<file path="src/rtl/efcdt_scheduler.sv">
// Round-robin front end that time-shares one combinational EFCDT classifier
// among NCH channels, with per-channel persistence filtering on the result.
module efcdt_scheduler #(
  parameter int N       = 8,
  parameter int C       = 3,
  parameter int NCH     = 4,
  parameter int PERSIST = 3
) (
  input  logic                     clk,
  input  logic                     rst,
  input  logic [NCH-1:0]           in_valid,
  output logic [NCH-1:0]           in_ready,
  input  logic [NCH*6*N-1:0]       in_data,
  output logic [N-1:0]             dt_Va,
  output logic [N-1:0]             dt_Vb,
  output logic [N-1:0]             dt_Vc,
  output logic [N-1:0]             dt_Ia,
  output logic [N-1:0]             dt_Ib,
  output logic [N-1:0]             dt_Ic,
  input  logic [C-1:0]             dt_cls,
  output logic                     out_valid,
  input  logic                     out_ready,
  output logic [$clog2(NCH)-1:0]   out_ch,
  output logic [C-1:0]             out_cls,
  output logic                     out_confirmed,
  output logic                     err
);

  localparam int CHW = $clog2(NCH);
  localparam int CW  = $clog2(PERSIST + 1);
  localparam int SW  = 6 * N;

  function automatic logic cls_bad(input logic [C-1:0] c);
    return 32'(c) > 32'd5;
  endfunction

  function automatic logic [C-1:0] map_cls(input logic [C-1:0] c);
    return cls_bad(c) ? '0 : c;
  endfunction

  function automatic logic [CW-1:0] sat_inc(input logic [CW-1:0] c);
    return (c >= CW'(PERSIST)) ? CW'(PERSIST) : c + CW'(1);
  endfunction

  logic             s1_v;
  logic [CHW-1:0]   s1_ch;
  logic [CHW-1:0]   rr_ptr;
  logic [CHW-1:0]   grant_idx;
  logic [CHW-1:0]   ptr_next;
  logic             grant_any;
  logic             s2_free;
  logic             s1_free;
  logic             xfer;
  logic             capture;
  logic [SW-1:0]    sample;
  logic [C-1:0]     cls_k;
  logic [CW-1:0]    cnt_new;
  logic             conf_new;
  logic [C-1:0]     last_cls [NCH];
  logic [CW-1:0]    cnt      [NCH];

  assign s2_free = !out_valid || out_ready;
  assign s1_free = !s1_v || s2_free;

  // Descending scan so the lowest offset from rr_ptr wins.
  always_comb begin
    grant_any = 1'b0;
    grant_idx = '0;
    for (int k = NCH - 1; k >= 0; k--) begin
      if (in_valid[(int'(rr_ptr) + k) % NCH]) begin
        grant_any = 1'b1;
        grant_idx = CHW'((int'(rr_ptr) + k) % NCH);
      end
    end
  end

  assign xfer     = grant_any && s1_free && !rst;
  assign ptr_next = (grant_idx == CHW'(NCH - 1)) ? '0 : grant_idx + CHW'(1);
  assign sample   = in_data[int'(grant_idx)*SW +: SW];

  always_comb begin
    in_ready = '0;
    if (xfer) in_ready[grant_idx] = 1'b1;
  end

  // Stage 1: sample presented to the classifier
  always_ff @(posedge clk or posedge rst) begin
    if (rst) begin
      s1_v   <= 1'b0;
      s1_ch  <= '0;
      rr_ptr <= '0;
      dt_Va  <= '0;
      dt_Vb  <= '0;
      dt_Vc  <= '0;
      dt_Ia  <= '0;
      dt_Ib  <= '0;
      dt_Ic  <= '0;
    end else if (xfer) begin
      s1_v   <= 1'b1;
      s1_ch  <= grant_idx;
      rr_ptr <= ptr_next;
      dt_Va  <= sample[5*N +: N];
      dt_Vb  <= sample[4*N +: N];
      dt_Vc  <= sample[3*N +: N];
      dt_Ia  <= sample[2*N +: N];
      dt_Ib  <= sample[1*N +: N];
      dt_Ic  <= sample[0*N +: N];
    end else if (s1_v && s2_free) begin
      s1_v <= 1'b0;
    end
  end

  assign capture  = s1_v && s2_free;
  assign cls_k    = map_cls(dt_cls);
  assign cnt_new  = (cls_k == last_cls[s1_ch]) ? sat_inc(cnt[s1_ch]) : CW'(1);
  assign conf_new = (cls_k != '0) && (cnt_new == CW'(PERSIST));

  // Stage 2: tagged, filtered result held until downstream accepts
  always_ff @(posedge clk or posedge rst) begin
    if (rst) begin
      out_valid     <= 1'b0;
      out_ch        <= '0;
      out_cls       <= '0;
      out_confirmed <= 1'b0;
      err           <= 1'b0;
      for (int i = 0; i < NCH; i++) begin
        last_cls[i] <= '0;
        cnt[i]      <= '0;
      end
    end else if (capture) begin
      out_valid       <= 1'b1;
      out_ch          <= s1_ch;
      out_cls         <= cls_k;
      out_confirmed   <= conf_new;
      last_cls[s1_ch] <= cls_k;
      cnt[s1_ch]      <= cnt_new;
      if (cls_bad(dt_cls)) err <= 1'b1;
    end else if (s2_free) begin
      out_valid <= 1'b0;
    end
  end

endmodule

</file>
<file path="config.mk">
export PLATFORM = sky130hd
export DESIGN_NAME = efcdt_scheduler
export DESIGN_NICKNAME = d
export VERILOG_FILES = /design/src/rtl/efcdt_scheduler.sv
export SDC_FILE = /design/constraint.sdc
export NUM_CORES = 1
export LEC_CHECK = 0
export ABC_AREA = 0
export CAP_MARGIN = 20
export CORE_MARGIN = 4
export CORE_UTILIZATION = 36
export CTS_BUF_LIST = sky130_fd_sc_hd__clkbuf_4
export CTS_CLUSTER_DIAMETER = 60
export DETAILED_ROUTE_END_ITERATION = 12
export GPL_ROUTABILITY_DRIVEN = 1
export PLACE_DENSITY_LB_ADDON = 0.25
export SKIP_LAST_GASP = 1
export SLEW_MARGIN = 20
export SYNTH_ARGS = -nofsm -noshare
export SYNTH_HDL_FRONTEND = slang
export SYNTH_SLANG_ARGS = --single-unit
export TNS_END_PERCENT = 5
</file>
<file path="constraint.sdc">
create_clock -name clk -period 2.7 [get_ports clk]
set_input_delay 0.54 -clock clk [delete_from_list [all_inputs] [get_ports clk]]
set_output_delay 0.54 -clock clk [all_outputs]
set_load 0.005 [all_outputs]
</file>
==> out/metrics.csv <==
stage,metric,value,unit
final_layout,# fillers,1043,
run_status,failing checks,negative setup slack,
floorplan,total die area,14570,um^2
clock_network,"CTS clk-pin slew, worst paths",0.12,ns
timing,Tmin final,2.884,ns
final_layout,layout cells sized above 1,0.08769,
timing,Worst Slack Setup Final,-0.1842,ns
synth,Synth Net Count,638,
global_route,vias in the first global route,5032,
timing,"Hold Vio Cnt, Final",0,
clock_network,htree depth,3,
power,Lkg Pwr,0.003368,uW
power,Max VDD drop,0.0002898,V
critical_path,crit end category,output pin,
critical_path,critical path class,primary input to output pin,
drt,Wirelength per Cell,19.08,um
critical_path,Crit path max-delay family,buffers and inverters,
critical_path,CP cell instances,clkdlybuf4s50_1 -> buf_4 -> nor4_1 -> nor2_1 -> and3_1 -> clkdlybuf4s50_1,
floorplan,die width,120.7,um
critical_path,crit-path max cell delay,0.46,ns
critical_path,CP endpoint,in_ready[0],
critical_path,R2R setup slack,-0.01,ns
drt,initial drt markers,260,
synth,Synth area leaders,"dfrtp_1 44%, mux2i_1 22%, o221ai_1 9.2%, nand2_1 6.1%, mux4_2 2.5%",
placement,post-placement cell area,7471,um^2
final_layout,"commonest non-fill, non-tap cells in the layout","255 x clkdlybuf4s50_1, 99 x mux2i_1, 80 x dfrtp_1",
drt,vias,4552,
critical_path,Critical Path Source,in_valid[3],
clock_network,clk root buf,clkbuf_4,
synth,"EDFF count, synth",0,
final_layout,nets,910,
hold_path,Worst Hold Class,flip-flop to flip-flop,
placement,dpl cells,847,
critical_path,r2r startpoint,rr_ptr[1],
critical_path,RR Endpoint,dt_Ia[0],
clock_network,CTS tree,built,
drt,Final ANT Viol Nets,0,
synth,Syn Inst Count,432,
global_route,GRT Total Usage,0.2255,
timing,RSZ-0062 raised after global routing,yes,
drt,final wirelength,16720,um
job,number of max-cap violations,0,
floorplan,die height,120.7,um
timing,Final Skew,0.01409,ns
hold_path,min-delay src,err,
global_route,largest net degree at the start of global routing,82,
run_status,status,"finished, violations left",
synth,Yosys top cell by area,dfrtp_1,
synth,Syn Std Cell Area,4574,um^2
drt,drt pass-1 iters,4,
floorplan,Starting Density,0.3746,
placement,pre-CTS setup slack,-0.3611,ns
synth,Async SR Flop Fraction,1.000,
clock_network,Max Root-Sink Buffers,2,
clock_network,Sink Count,81,
floorplan,core area,12210,um^2
timing,Final Slew Violations,0,
floorplan,row count,40,
global_route,initial antenna violation count,0,
critical_path,Critical Path AT,2.34,ns
critical_path,startpoint types,primary input,
critical_path,CP Depth,6,
timing,Final Setup Violations,4,
timing,worst slew pin tran,0.4701,ns
synth,Yosys cell types,37,
critical_path,Crit path buffers/inverters,3,
synth,flop and latch count out of synthesis,81,
final_layout,final instance area,7669,um^2
placement,DPL Wire Length,12770,um
synth,top cell type's share of synthesized area,0.4431,
power,pwr dens,700.2,nW/um^2
drt,vias per cell,5.196,
timing,period utilization,1.068,
synth,Mapped Avg Cell Area,10.59,um^2
critical_path,CP Max Fanout,5,
final_layout,Layout area overhead,67.64,%
timing,headroom to the max-slew limit,0.6866,
clock_network,CTS Buf Count,9,
critical_path,Most common cell on crit path,clkdlybuf4s50_1,
clock_network,clk_lat worst skew,0.43,ns
final_layout,Final Non-Filler Cells,876,
critical_path,"Slowest-stage cell, CP",clkdlybuf4s50_1,
global_route,total grt overflow,0,
global_route,first-pass GRT wire length,25660,um
placement,IO Port Bufs,261,
synth,"Seq/Total Area, Yosys",0.4431,
critical_path,WP data required,2.16,ns
synth,Ys Warns,0,
drt,Remaining DRCs,0,
global_route,met1 usage,0.2348,
global_route,global-route track usage on met2,0.4170,
timing,Peak Freq,346.7,MHz
global_route,M3 GR Usage,0.06080,
placement,Placer Congestion,0.8235,
critical_path,R2R depth,16,
floorplan,# IOs,262,
final_layout,"most common cell after layout, fill and taps aside",clkdlybuf4s50_1,
global_route,GR peak layer,met2,
synth,Synth Flop Type,dfrtp_1,
report_power, final:
| part | total [uW] | switching, uW | internal (uW) | leakage [uW] |
|---|---|---|---|---|
| clock network | 575 | 405 | 170 | 0.0000525 |
| logic | 2830 | 1180 | 1650 | 0.00232 |
| registers | 1960 | 298 | 1660 | 0.000992 |
synthesized netlist by cell type (all sizes together), types with 5 or more instances:
cell	number
mux2i	99
a21oi	5
mux4	5
nor2	12
clkbuf	15
nand2b	5
buf	17
o21ai	15
o221ai	48
nand2	74
inv	7
and3	5
dfrtp	81
stage by stage:
step / total power [uW] / util / hold slack [ns] / TNS (ns)
final: 5369 / 0.6280 / 0.4893 / -0.3636
after CTS: 5397 / 0.6263 / 0.4971 / -0.4709
after global placement: 4634 / 0.6118 / 0.4580 / -0.8470
after global routing: 5725 / 0.6278 / 0.5276 / -1.025
after floorplan: 3309 / - / 0.4446 / 0
after detailed placement: 4714 / 0.6118 / 0.4693 / -4.303
registers in the layout, indices dropped and copies added (netlist names):
signal	cells
last_cls	12
cnt	8
dt_Ia	8
dt_Ib	8
dt_Ic	8
dt_Va	8
dt_Vb	8
dt_Vc	8
out_cls	3
out_ch	2
rr_ptr	2
s1_ch	2
err	1
out_confirmed	1
out_valid	1
s1_v	1
kinds of logic (layout without fill, tap and decap cells):
logic type / after synthesis / count (layout) / synth area share
flip-flops: 81 / 81 / 0.4431
other: 0 / 1 / 0
AO/OA/AOI/OAI: 84 / 84 / 0.1452
buffers and inverters: 39 / 314 / 0.03857
AND/OR/NAND/NOR: 116 / 116 / 0.1121
multiplexers: 106 / 106 / 0.2462
XOR/XNOR: 2 / 2 / 0.003830
adder cells (fa/ha/maj): 4 / 4 / 0.01094
per-layer routing:
layer / vias to the layer above / routed length [um]
met5: - / 0
met4: 0 / 643
met3: 46 / 1074
met2: 176 / 9007
met1: 2172 / 5989
li1: 2158 / -
repair_timing:
item	CTS	global route
gates resized for setup	7	2
endpoints found under the setup margin	4	4
hold buffers	0	0
buffers inserted	12	2
pin swaps	2	1
hold endpoints to repair	0	0
worst min path at each step:
stage	endpoint	slack (ns)	cells past startpoint
3_3_place_gp	last_cls[8]	0.46	2
6_report	err	0.49	1
2_1_floorplan	last_cls[3]	0.44	2
4_1_cts	last_cls[3]	0.50	2
5_1_grt	out_cls[2]	0.53	2
3_5_place_dp	last_cls[3]	0.47	2
worst register-to-register path: cells and delay by family (launching register included):
family,cells,cell delay (ns)
flops,1,0.46
simple gates,2,0.23
buf+inv,11,1.44
mux,1,0.17
compound gates,2,0.30
layout make-up:
| class | instances | area (um^2) | area share |
|---|---|---|---|
| clock buffer | 9 | 67.56 | 0.008811 |
| sequential | 81 | 2028 | 0.2645 |
| multi-input combinational | 312 | 2384 | 0.3108 |
| clock inverter | 5 | 25.02 | 0.003263 |
| timing repair buffer | 293 | 2924 | 0.3813 |
| tap | 168 | 210.2 | 0.02741 |
| antenna | 1 | 2.502 | 0.0003263 |
| inverter | 7 | 27.53 | 0.003589 |
Power figures use the tool's default switching activity.
